<file path="config.mk">
export PLATFORM = sky130hd
export DESIGN_NAME = hwacc_txn_scheduler
export DESIGN_NICKNAME = d
export VERILOG_FILES = /design/src/rtl/hwacc_sched_pkg.sv /design/src/rtl/hwacc_rr_arbiter.sv /design/src/rtl/hwacc_txn_scheduler.sv
export SDC_FILE = /design/constraint.sdc
export NUM_CORES = 1
export LEC_CHECK = 0
export BUFFER_PORTS_ARGS = -buffer_cell sky130_fd_sc_hd__buf_2
export CORE_UTILIZATION = 30
export DETAILED_ROUTE_END_ITERATION = 10
export SLEW_MARGIN = 20
export SYNTH_ARGS = -nofsm -noshare
export SYNTH_HDL_FRONTEND = slang
export SYNTH_HIERARCHICAL = 1
export SYNTH_SLANG_ARGS = --single-unit
</file>
<file path="constraint.sdc">
create_clock -name ACLK -period 4.7 [get_ports ACLK]
set_input_delay 0.705 -clock ACLK [delete_from_list [all_inputs] [get_ports ACLK]]
set_output_delay 0.705 -clock ACLK [all_outputs]
set_load 0.01 [all_outputs]
</file>
<file path="src/rtl/hwacc_sched_pkg.sv">
// Shared types, default parameters and the round-robin pick helper for the
// accelerator transaction scheduler.
package hwacc_sched_pkg;

  typedef enum logic [2:0] {
    IDLE   = 3'd0,
    ARB    = 3'd1,
    LAUNCH = 3'd2,
    WAIT   = 3'd3,
    RETIRE = 3'd4
  } sched_state_t;

  localparam int DEF_NUM_REQ        = 4;
  localparam int DEF_ADDR_WIDTH     = 32;
  localparam int DEF_LEN_WIDTH      = 8;
  localparam int DEF_CNT_WIDTH      = 16;
  localparam int DEF_TIMEOUT_CYCLES = 1024;

  // Widest requester vector supported; narrower configurations zero-extend.
  localparam int MAX_REQ = 8;

  // One-hot grant of the first requester at or after ptr, wrapping modulo n.
  function automatic logic [MAX_REQ-1:0] rr_pick(
    input logic [MAX_REQ-1:0] req,
    input logic [2:0]         ptr,
    input int                 n
  );
    logic [MAX_REQ-1:0] grant;
    logic               found;
    int                 idx;
    grant = '0;
    found = 1'b0;
    idx   = 0;
    for (int k = 0; k < MAX_REQ; k++) begin
      if (k < n) begin
        idx = (int'(ptr) + k) % n;
        if (!found && req[idx[2:0]]) begin
          grant[idx[2:0]] = 1'b1;
          found           = 1'b1;
        end
      end
    end
    return grant;
  endfunction

endpackage

</file>
<file path="src/rtl/hwacc_rr_arbiter.sv">
// Combinational round-robin pick: one-hot grant, its index and a valid flag.
module hwacc_rr_arbiter
  import hwacc_sched_pkg::*;
#(
  parameter int NUM_REQ = DEF_NUM_REQ,
  parameter int IDX_W   = (NUM_REQ > 1) ? $clog2(NUM_REQ) : 1
) (
  input  logic [NUM_REQ-1:0] i_req,
  input  logic [IDX_W-1:0]   i_rr_ptr,
  output logic [NUM_REQ-1:0] o_grant,
  output logic [IDX_W-1:0]   o_idx,
  output logic               o_valid
);

  logic [MAX_REQ-1:0] w_req_ext;
  logic [2:0]         w_ptr_ext;
  logic [MAX_REQ-1:0] w_pick;

  // Widen request and pointer to the helper's fixed width.
  always_comb begin
    w_req_ext                = '0;
    w_req_ext[NUM_REQ-1:0]   = i_req;
    w_ptr_ext                = '0;
    w_ptr_ext[IDX_W-1:0]     = i_rr_ptr;
  end

  assign w_pick  = rr_pick(w_req_ext, w_ptr_ext, NUM_REQ);
  assign o_grant = w_pick[NUM_REQ-1:0];
  assign o_valid = |w_pick;

  // Encode the one-hot pick into an index.
  always_comb begin
    o_idx = '0;
    for (int i = 0; i < NUM_REQ; i++) begin
      if (w_pick[i]) o_idx = IDX_W'(i);
    end
  end

endmodule

</file>
<file path="src/rtl/hwacc_txn_scheduler.sv">
// Round-robin scheduler sharing one AXI4 master transaction engine among
// NUM_REQ requesters. Optional watchdog in WAIT enabled by the macro
// HWACC_SCHED_TIMEOUT_EN (TIMEOUT_CYCLES cycles, then retire as an error).
//
// state  | meaning
// IDLE   | no transaction; leave when any req is high
// ARB    | pick requester, capture its address/length
// LAUNCH | one-cycle start pulse to the engine
// WAIT   | wait for a done level that followed a low level
// RETIRE | done/err pulse, update counters and pointer
//
// All outputs are registered decodes of the current state, so they trail
// the state register by one cycle and are glitch-free toward the engine.
module hwacc_txn_scheduler
  import hwacc_sched_pkg::*;
#(
  parameter int NUM_REQ        = DEF_NUM_REQ,
  parameter int ADDR_WIDTH     = DEF_ADDR_WIDTH,
  parameter int LEN_WIDTH      = DEF_LEN_WIDTH,
  parameter int CNT_WIDTH      = DEF_CNT_WIDTH,
  parameter int TIMEOUT_CYCLES = DEF_TIMEOUT_CYCLES
) (
  input  logic                          ACLK,
  input  logic                          ARESETN,
  input  logic [NUM_REQ-1:0]            req,
  input  logic [NUM_REQ*ADDR_WIDTH-1:0] req_addr,
  input  logic [NUM_REQ*LEN_WIDTH-1:0]  req_len,
  output logic [NUM_REQ-1:0]            grant,
  output logic [NUM_REQ-1:0]            done,
  output logic [NUM_REQ-1:0]            err,
  output logic                          txn_init,
  output logic [ADDR_WIDTH-1:0]         txn_addr,
  output logic [LEN_WIDTH-1:0]          txn_len,
  input  logic                          txn_done,
  input  logic                          txn_error,
  output logic                          busy,
  output logic [CNT_WIDTH-1:0]          txn_count,
  output logic [CNT_WIDTH-1:0]          err_count
);

  localparam int IDX_W = (NUM_REQ > 1) ? $clog2(NUM_REQ) : 1;

  sched_state_t r_state, w_state_nxt;

  logic [IDX_W-1:0] r_rr_ptr;
  logic [IDX_W-1:0] r_idx;
  logic             r_seen_low;
  logic             r_err_lat;

  logic [NUM_REQ-1:0]    r_grant, w_grant_nxt;
  logic [NUM_REQ-1:0]    r_done, w_done_nxt;
  logic [NUM_REQ-1:0]    r_err, w_err_nxt;
  logic                  r_init, w_init_nxt;
  logic                  r_busy, w_busy_nxt;
  logic [ADDR_WIDTH-1:0] r_txn_addr, w_txn_addr_nxt;
  logic [LEN_WIDTH-1:0]  r_txn_len, w_txn_len_nxt;
  logic [CNT_WIDTH-1:0]  r_txn_cnt, w_txn_cnt_nxt;
  logic [CNT_WIDTH-1:0]  r_err_cnt, w_err_cnt_nxt;

  logic [NUM_REQ-1:0] w_pick_oh;
  logic [IDX_W-1:0]   w_pick_idx;
  logic               w_pick_vld;
  logic               w_txn_qual;
  logic               w_tmo_hit;

  hwacc_rr_arbiter #(
    .NUM_REQ (NUM_REQ),
    .IDX_W   (IDX_W)
  ) u_arb (
    .i_req    (req),
    .i_rr_ptr (r_rr_ptr),
    .o_grant  (w_pick_oh),
    .o_idx    (w_pick_idx),
    .o_valid  (w_pick_vld)
  );

  // A done level counts only after a low level was seen in this WAIT.
  assign w_txn_qual = (r_state == WAIT) && txn_done && r_seen_low;

`ifdef HWACC_SCHED_TIMEOUT_EN
  localparam int TMO_W = $clog2(TIMEOUT_CYCLES + 1);
  logic [TMO_W-1:0] r_tmo_cnt;

  // Watchdog down-counter: loaded in LAUNCH, terminal count at zero in WAIT.
  always_ff @(posedge ACLK or negedge ARESETN) begin
    if (!ARESETN) begin
      r_tmo_cnt <= '0;
    end else if (r_state == LAUNCH) begin
      r_tmo_cnt <= TMO_W'(TIMEOUT_CYCLES - 1);
    end else if ((r_state == WAIT) && (r_tmo_cnt != '0)) begin
      r_tmo_cnt <= r_tmo_cnt - TMO_W'(1);
    end
  end

  assign w_tmo_hit = (r_state == WAIT) && !w_txn_qual && (r_tmo_cnt == '0);
`else
  assign w_tmo_hit = 1'b0;
`endif

  // State register.
  always_ff @(posedge ACLK or negedge ARESETN) begin
    if (!ARESETN) r_state <= IDLE;
    else          r_state <= w_state_nxt;
  end

  // Next-state logic.
  always_comb begin
    w_state_nxt = r_state;
    case (r_state)
      IDLE:    if (|req) w_state_nxt = ARB;
      ARB:     w_state_nxt = w_pick_vld ? LAUNCH : IDLE;
      LAUNCH:  w_state_nxt = WAIT;
      WAIT:    if (w_txn_qual || w_tmo_hit) w_state_nxt = RETIRE;
      RETIRE:  w_state_nxt = IDLE;
      default: w_state_nxt = IDLE;
    endcase
  end

  // Output decode: next values of the registered outputs.
  always_comb begin
    w_grant_nxt    = r_grant;
    w_done_nxt     = '0;
    w_err_nxt      = '0;
    w_init_nxt     = 1'b0;
    w_busy_nxt     = (r_state != IDLE);
    w_txn_addr_nxt = r_txn_addr;
    w_txn_len_nxt  = r_txn_len;
    w_txn_cnt_nxt  = r_txn_cnt;
    w_err_cnt_nxt  = r_err_cnt;
    case (r_state)
      IDLE: w_grant_nxt = '0;
      ARB: begin
        if (w_pick_vld) begin
          w_grant_nxt    = w_pick_oh;
          w_txn_addr_nxt = req_addr[int'(w_pick_idx)*ADDR_WIDTH +: ADDR_WIDTH];
          w_txn_len_nxt  = req_len[int'(w_pick_idx)*LEN_WIDTH +: LEN_WIDTH];
        end
      end
      LAUNCH: w_init_nxt = 1'b1;
      RETIRE: begin
        if (r_err_lat) begin
          w_err_nxt = r_grant;
          if (r_err_cnt != '1) w_err_cnt_nxt = r_err_cnt + CNT_WIDTH'(1);
        end else begin
          w_done_nxt = r_grant;
          if (r_txn_cnt != '1) w_txn_cnt_nxt = r_txn_cnt + CNT_WIDTH'(1);
        end
      end
      default: ;
    endcase
  end

  // Output registers.
  always_ff @(posedge ACLK or negedge ARESETN) begin
    if (!ARESETN) begin
      r_grant    <= '0;
      r_done     <= '0;
      r_err      <= '0;
      r_init     <= 1'b0;
      r_busy     <= 1'b0;
      r_txn_addr <= '0;
      r_txn_len  <= '0;
      r_txn_cnt  <= '0;
      r_err_cnt  <= '0;
    end else begin
      r_grant    <= w_grant_nxt;
      r_done     <= w_done_nxt;
      r_err      <= w_err_nxt;
      r_init     <= w_init_nxt;
      r_busy     <= w_busy_nxt;
      r_txn_addr <= w_txn_addr_nxt;
      r_txn_len  <= w_txn_len_nxt;
      r_txn_cnt  <= w_txn_cnt_nxt;
      r_err_cnt  <= w_err_cnt_nxt;
    end
  end

  // Transaction bookkeeping: granted index, stale-done guard, result, pointer.
  always_ff @(posedge ACLK or negedge ARESETN) begin
    if (!ARESETN) begin
      r_idx      <= '0;
      r_rr_ptr   <= '0;
      r_seen_low <= 1'b0;
      r_err_lat  <= 1'b0;
    end else begin
      case (r_state)
        ARB:    if (w_pick_vld) r_idx <= w_pick_idx;
        LAUNCH: r_seen_low <= 1'b0;
        WAIT: begin
          if (!txn_done) r_seen_low <= 1'b1;
          if (w_txn_qual)     r_err_lat <= txn_error;
          else if (w_tmo_hit) r_err_lat <= 1'b1;
        end
        RETIRE: begin
          if (r_idx == IDX_W'(NUM_REQ - 1)) r_rr_ptr <= '0;
          else                              r_rr_ptr <= r_idx + IDX_W'(1);
        end
        default: ;
      endcase
    end
  end

  assign grant     = r_grant;
  assign done      = r_done;
  assign err       = r_err;
  assign txn_init  = r_init;
  assign busy      = r_busy;
  assign txn_addr  = r_txn_addr;
  assign txn_len   = r_txn_len;
  assign txn_count = r_txn_cnt;
  assign err_count = r_err_cnt;

endmodule
</file>
Yosys cells after proc, flatten, opt, wreduce, memory -nomap -nowiden
Cells that the tools add are included.
Widths: inputs -> output; s select.
{"block": "classes", "n_lt_le_gt_ge": 8, "bitwise": 7, "shift": 2, "mux": 40, "reduce_logical": 28, "n_eq_ne": 11, "addsub": 6}
{"operator": "$shiftx 128x8->32", "count": 1}
{"operator": "$add 16x1->16 const B", "count": 2}
{"operator": "$ne 16x16->1 const B", "count": 2}
{"operator": "$shiftx 32x6->8", "count": 1}
{"operator": "$mux 4", "count": 6}
{"operator": "$mux 8", "count": 3}
{"operator": "$or 8x8->8", "count": 2}
{"operator": "$mux 1", "count": 14}
{"operator": "$lt 3x4->1 const B", "count": 3}
{"operator": "$pmux 3 s4", "count": 1}
{"operator": "$reduce_and 2->1", "count": 5}
{"operator": "$bmux 1 s3", "count": 3}
{"operator": "$demux 1 s3", "count": 3}
{"operator": "$ge 3x1->1 const B", "count": 3}
{"operator": "$logic_and 1x1->1", "count": 9}
{"operator": "$mux 2", "count": 4}
{"operator": "$ne 2x2->1 const B", "count": 4}
{"operator": "$or 4x8->8", "count": 1}
{"operator": "$pmux 4 s2", "count": 1}
{"operator": "$reduce_or 8->1", "count": 1}
{"operator": "$eq 3x2->1 const B", "count": 2}
{"operator": "$mux 3", "count": 2}
{"operator": "$reduce_and 3->1", "count": 2}
{"operator": "$reduce_or 2->1", "count": 3}
{"operator": "other kinds (17)", "count": 24}
{"block": "totals", "output_inout_bits": 86, "elab_cells": 116, "regBits": 95}

Longest topological paths before layout
{"block": "depth", "word_depth": 17, "ltp_mapped": 12, "mapped_depth_nobuf": 10}

Hierarchy
Netlist, hierarchy kept.
{"module": "hwacc_txn_scheduler", "cells_per_inst": 357, "seq_area_each_um2": 2377.3, "area_each_um2": 4859.7, "instances": 1}
{"module": "hwacc_rr_arbiter", "cells_per_inst": 37, "seq_area_each_um2": 0.0, "area_each_um2": 350.3, "instances": 1}

Worst setup path before layout
Ideal clock, no wire load.
{"block": "synth_timing", "path_kind": "reg-to-reg", "start": "register r_rr_ptr[0]", "end": "register r_txn_addr[10] (netlist: txn_addr[10])", "setup_slack_ps": 1044, "required_time_ps": 4575, "arrival_ps": 3532, "n_path_buf": 2, "synth_period_minus_slack_ps": 3656, "stages_incl_launch_ff": 11, "path_cell_list": "dfrtp_1 inv_1 ha_1 mux4_2 nor4b_4 a221oi_2 o21ai_2 clkbuf_1 clkbuf_1 mux4_2 mux2_2"}
{"block": "synth_via", "elab_chain_cells": 17}
{"item": "start: declaration", "line_no": "hwacc_txn_scheduler.sv:45", "source": "logic [IDX_W-1:0] r_rr_ptr;"}
{"item": "start signal: assignment", "line_no": "hwacc_txn_scheduler.sv:196", "source": "else r_rr_ptr <= r_idx + IDX_W'(1);"}
{"item": "$add 2x1->2", "line_no": "hwacc_sched_pkg.sv:36", "source": "idx = (int'(ptr) + k) % n;"}
{"item": "$reduce_or 2->1 (no line)"}
{"item": "$and 1x1->1 (no line)"}
{"item": "$lt 3x4->1 (implied by the code) (tied with other cells)", "line_no": "hwacc_sched_pkg.sv:38", "source": "grant[idx[2:0]] = 1'b1;"}
{"item": "$logic_and 1x1->1 (implied by the code) / $mux 1 (equally long branches)", "line_no": "hwacc_sched_pkg.sv:38, hwacc_sched_pkg.sv:37"}
{"item": "$mux 1 (implied by the code) / $logic_and 1x1->1 (equally long branches)", "line_no": "hwacc_sched_pkg.sv:38, hwacc_sched_pkg.sv:37"}
{"item": "$demux 1 s3 / $mux 1 (equally long branches)"}
{"item": "$or 4x8->8 (no line) / $logic_not 1->1 (equally long branches)"}
{"item": "[... 2 more ...]"}
{"item": "$mux 8 / $logic_not 1->1 (equally long branches)", "line_no": "hwacc_sched_pkg.sv:37", "source": "if (!found && req[idx[2:0]]) begin"}
{"item": "$or 8x8->8 (no line) / $logic_and 1x1->1 (equally long branches)"}
{"item": "$mux 8 *", "line_no": "hwacc_sched_pkg.sv:37"}
{"item": "$mux 1", "line_no": "hwacc_rr_arbiter.sv:35", "source": "if (w_pick[i]) o_idx = IDX_W'(i);"}
{"item": "$mux 2", "line_no": "hwacc_rr_arbiter.sv:35"}
{"item": "$mux 2 *", "line_no": "hwacc_rr_arbiter.sv:35"}
{"item": "via w_pick_idx[0]", "line_no": "hwacc_txn_scheduler.sv:61", "source": "logic [IDX_W-1:0] w_pick_idx;"}
{"item": "$shiftx 128x8->32 *", "line_no": "hwacc_txn_scheduler.sv:135", "source": "w_txn_addr_nxt = req_addr[int'(w_pick_idx)*ADDR_WIDTH +: ADDR_WIDTH];"}
{"item": "end signal: assignment", "line_no": "hwacc_txn_scheduler.sv:171", "source": "r_txn_addr <= w_txn_addr_nxt;"}
{"item": "end: declaration", "line_no": "hwacc_txn_scheduler.sv:55", "source": "logic [ADDR_WIDTH-1:0] r_txn_addr, w_txn_addr_nxt;"}
The timed path passes the listed nets; every way through them passes the cells marked *. The select of a mux whose other input is x is not followed.
A chain may end at the register's enable or synchronous reset.

Worst setup path after layout
{"block": "layout_timing", "start": "register r_rr_ptr[0]", "end": "register r_txn_len[7] (netlist: txn_len[7])"}
{"block": "layout_via", "elab_chain_cells": 17}
{"item": "$add 2x1->2", "line_no": "hwacc_sched_pkg.sv:36"}
{"item": "$reduce_or 2->1 (no line)"}
{"item": "$and 1x1->1 (no line)"}
{"item": "$lt 3x4->1 (implied by the code) (tied with other cells)", "line_no": "hwacc_sched_pkg.sv:38"}
{"item": "$logic_and 1x1->1 (implied by the code) / $mux 1 (equally long branches)", "line_no": "hwacc_sched_pkg.sv:38, hwacc_sched_pkg.sv:37"}
{"item": "$mux 1 (implied by the code) / $logic_and 1x1->1 (equally long branches)", "line_no": "hwacc_sched_pkg.sv:38, hwacc_sched_pkg.sv:37"}
{"item": "$demux 1 s3 / $mux 1 (equally long branches)"}
{"item": "$or 4x8->8 (no line) / $logic_not 1->1 (equally long branches)"}
{"item": "[... 2 more ...]"}
{"item": "$mux 8 / $logic_not 1->1 (equally long branches)", "line_no": "hwacc_sched_pkg.sv:37"}
{"item": "$or 8x8->8 (no line) / $logic_and 1x1->1 (equally long branches)"}
{"item": "$mux 8 *", "line_no": "hwacc_sched_pkg.sv:37"}
{"item": "$mux 1", "line_no": "hwacc_rr_arbiter.sv:35"}
{"item": "$mux 2", "line_no": "hwacc_rr_arbiter.sv:35"}
{"item": "$mux 2 *", "line_no": "hwacc_rr_arbiter.sv:35"}
{"item": "via w_pick_idx[0]", "line_no": "hwacc_txn_scheduler.sv:61"}
{"item": "$shiftx 32x6->8 *", "line_no": "hwacc_txn_scheduler.sv:136", "source": "w_txn_len_nxt = req_len[int'(w_pick_idx)*LEN_WIDTH +: LEN_WIDTH];"}
{"item": "end signal: assignment", "line_no": "hwacc_txn_scheduler.sv:172", "source": "r_txn_len <= w_txn_len_nxt;"}
{"item": "end: declaration", "line_no": "hwacc_txn_scheduler.sv:56", "source": "logic [LEN_WIDTH-1:0] r_txn_len, w_txn_len_nxt;"}
Marked as above.

==> metrics <==
outcome=completed; Seq/Total Area, Yosys=45.6%; RSZ-0062 raised after global routing=no; Crit path max-delay family=multiplexers; hold buffers post-CTS=0; grt total ovfl=0; first-pass GRT wire length=23,500 um; Adder-Cell Fraction of Synth Area=2.16%; TritonCTS Buffers=9; Ports=254; DP Worst Slack=0.801 ns; YS warnings=6; final max-slew violation count=0; maximum VDD drop=343 uV; gr usage total=17.0%; CTS tree=yes; Reg clk slew, reported paths=0.07 ns; Critical Path Fanout Max=32; Synth cell types=45; min-delay worst type=input pin to async pin; crit path kind=flop to flop; setup TNS=0 ns; DRC=0; Highest Clock Rate=0.256 GHz; Via density=4.94; Yosys top cell by area=dfrtp_1; Die W=134 um; Reg power frac=25.7%; 1st-pass router iterations=4; Synth area leaders=dfrtp_1, mux4_2, mux2_2; H-tree Lvls=3; clock power share=15.5%; CP bufs+invs=2; full die area=17,900 um^2; Compound-Gate Fraction of Synth Area=3.67%; total setup buffers inserted after CTS=0; vias in the first global route=4,415; n_diodes=0; hold_ws=0.443 ns; Initial Util=31.1%; post-synthesis cell count=394; proportion of layout cells with a drive suffix above 1=58.4%; routed vias=4,281; CTS max path bufs=2; Skew-Pair Late Insertion Delay=0.34 ns; post-layout worst setup margin=0.800 ns; Internal Power=3.08 mW; Net Sw Frac=37.1%; Pwr per Cell Area=699 nW/um^2; Synth top area share=45.6%; Final nets=818; clk_skew=0.0105 ns; # Max-Cap Violations=0; total clock sinks=95; DRT iter0 DRCs=155; chip height=134 um; syn_nets=571; area delta synth->final=34.8%; mux contribution to synthesized area=29.0%; fin crit share=83.0%; critical path data arrival time=4.12 ns; Worst setup EP type=flop; root buf cell=clkbuf_16; total routed wirelength=14,700 um; most frequent cells in the layout=buf_2, dfrtp_1, mux2_2, mux4_2, nor2_1; switching pwr=1.82 mW; Pleak=3.44 nW; CP Data Required Time=4.92 ns; largest family of logic cells by synthesized area=multiplexers; XOR/XNOR Fraction of Synth Area=4.88%; Resized cells post-CTS=0; worst-path cell chain=inv_1 -> ha_1 -> mux4_2 -> nor4b_4 -> a221oi_2 -> o21ai_4 -> buf_12 -> mux4_2 -> mux2_2; final setup fails=0; hpwl dp=11,500 um; Largest stage delay, worst path=0.60 ns; Routed WL per cell=17.0 um; slowest cell on the critical path=dfrtp_1; Final ANT Viol Nets=0; Rows=47; GP Congestion=0.806; initial antenna violation count=0; synthesized cell area=5210 um^2; largest net degree at the start of global routing=58; syn_area_per_cell=13.2 um^2; Rel. slew slack=29.2%; Core ar.=16,800 um^2; CP Launch Type=flop; min Tclk post-route=3.90 ns; simple logic cell fraction of the synthesized area=11.8%; Final Hold Fails=0; Seq cells post-synth=95; most common library cell in the layout ignoring fill and taps=buf_2; crit-path most repeated cell=mux4_2; final core utilization=41.9%; Buffers on Ports=253; Worst-Margin Slew=1.06 ns; part of the power in combinational logic=58.8%
-- cells by family (layout without fill, tap and decap cells) --
| family | after synthesis | after routing |
|---|---|---|
| xor gates and xnor gates | 29 | 29 |
| DFF | 95 | 95 |
| adders and majority gates | 9 | 9 |
| AOI/OAI and AO/OA | 25 | 25 |
| buffers and inverters | 35 | 287 |
| muxes | 90 | 90 |
| and+or+nand+nor | 111 | 111 |
-- cells in the mapped netlist (all sizes together) --
| library cell | n |
|---|---|
| nor2 | 25 |
| nand3 | 11 |
| o21ai | 11 |
| o22a | 1 |
| nand4bb | 1 |
| a21oi | 2 |
| nand2b | 2 |
| buf | 6 |
| nand2 | 19 |
| nor4 | 9 |
| and2 | 1 |
| mux2 | 46 |
| o2111ai | 1 |
| o31ai | 1 |
| xnor2 | 7 |
| a221oi | 4 |
| nand3b | 1 |
| ha | 9 |
| inv | 14 |
| nor4bb | 3 |
| dfrtp | 95 |
| and3 | 4 |
| clkbuf | 15 |
| a22o | 4 |
| nor3b | 3 |
| mux4 | 44 |
| or3 | 1 |
| xor2 | 22 |
| and4 | 1 |
| o41ai | 1 |
| nor3 | 10 |
| or2 | 6 |
| nand4 | 11 |
| or3b | 1 |
| nor4b | 2 |
-- state kept, by name (all words and copies together), names as in the netlist --
signal / cells
txn_addr: 32
busy: 1
txn_count: 16
txn_len: 8
r_err_lat: 1
r_seen_low: 1
r_idx: 2
grant: 4
txn_init: 1
done: 4
err: 4
r_state: 3
r_rr_ptr: 2
err_count: 16
-- stage by stage --
step	instances	total power, mW	area (um^2)
after global placement	850	4.07	6720
final	866	4.91	7030
after floorplan	394	3.43	5210
after CTS	866	4.99	7030
after global routing	866	5.25	7030
after detailed placement	850	4.21	6720
-- power by group through the flow --
stage	combinational (mW)	sequential (mW)	clock (mW)
floorplan	2.09	1.33	0
global placement	2.81	1.27	0
detailed placement	2.93	1.28	0
CTS	2.94	1.26	0.792
global route	3.13	1.30	0.823
finish	2.89	1.26	0.761
-- area by class of cell --
class | instances | area [um^2]
clock buffers | 10 | 229
clock inverters | 6 | 76.3
fillers | 1632 | 9730
inverters | 14 | 52.6
multi-input cells | 264 | 2700
flip-flops and latches | 95 | 2380
well taps | 220 | 275
repair buffers | 257 | 1310
-- worst register-to-register path, cell delays in order, from the launching register on --
cell	delay [ns]
dfrtp_1	0.60
inv_1	0.16
ha_1	0.35
mux4_2	0.39
nor4b_4	0.44
a221oi_2	0.18
o21ai_4	0.48
buf_12	0.34
mux4_2	0.57
mux2_2	0.28
-- layer usage --
layer	wire length (um)	up-vias	track usage (%)
met4	295	0	5.24
met5	0	-	0
met1	5750	2104	20.1
li1	-	1979	-
met3	895	22	4.12
met2	7790	176	30.3
-- final timing paths --
path | startpoint | end | slack (ns) | cells past startpoint
min in group ACLK | txn_count[15]$_DFFE_PN0P_ | txn_count[15]$_DFFE_PN0P_ | 0.50 | 1
setup reg to reg | r_rr_ptr[0]$_DFFE_PN0P_ | txn_len[7]$_DFFE_PN0P_ | 0.80 | 9
hold / removal | ARESETN | txn_addr[20]$_DFFE_PN0P_ | 0.44 | 1
max in group asynchronous | ARESETN | grant[0]$_DFFE_PN0P_ | 3.28 | 2
hold reg to reg | txn_count[15]$_DFFE_PN0P_ | txn_count[15]$_DFFE_PN0P_ | 0.50 | 1
setup / recovery | r_rr_ptr[0]$_DFFE_PN0P_ | txn_len[7]$_DFFE_PN0P_ | 0.80 | 9
No activity file was read; power rests on OpenSTA's default activity.
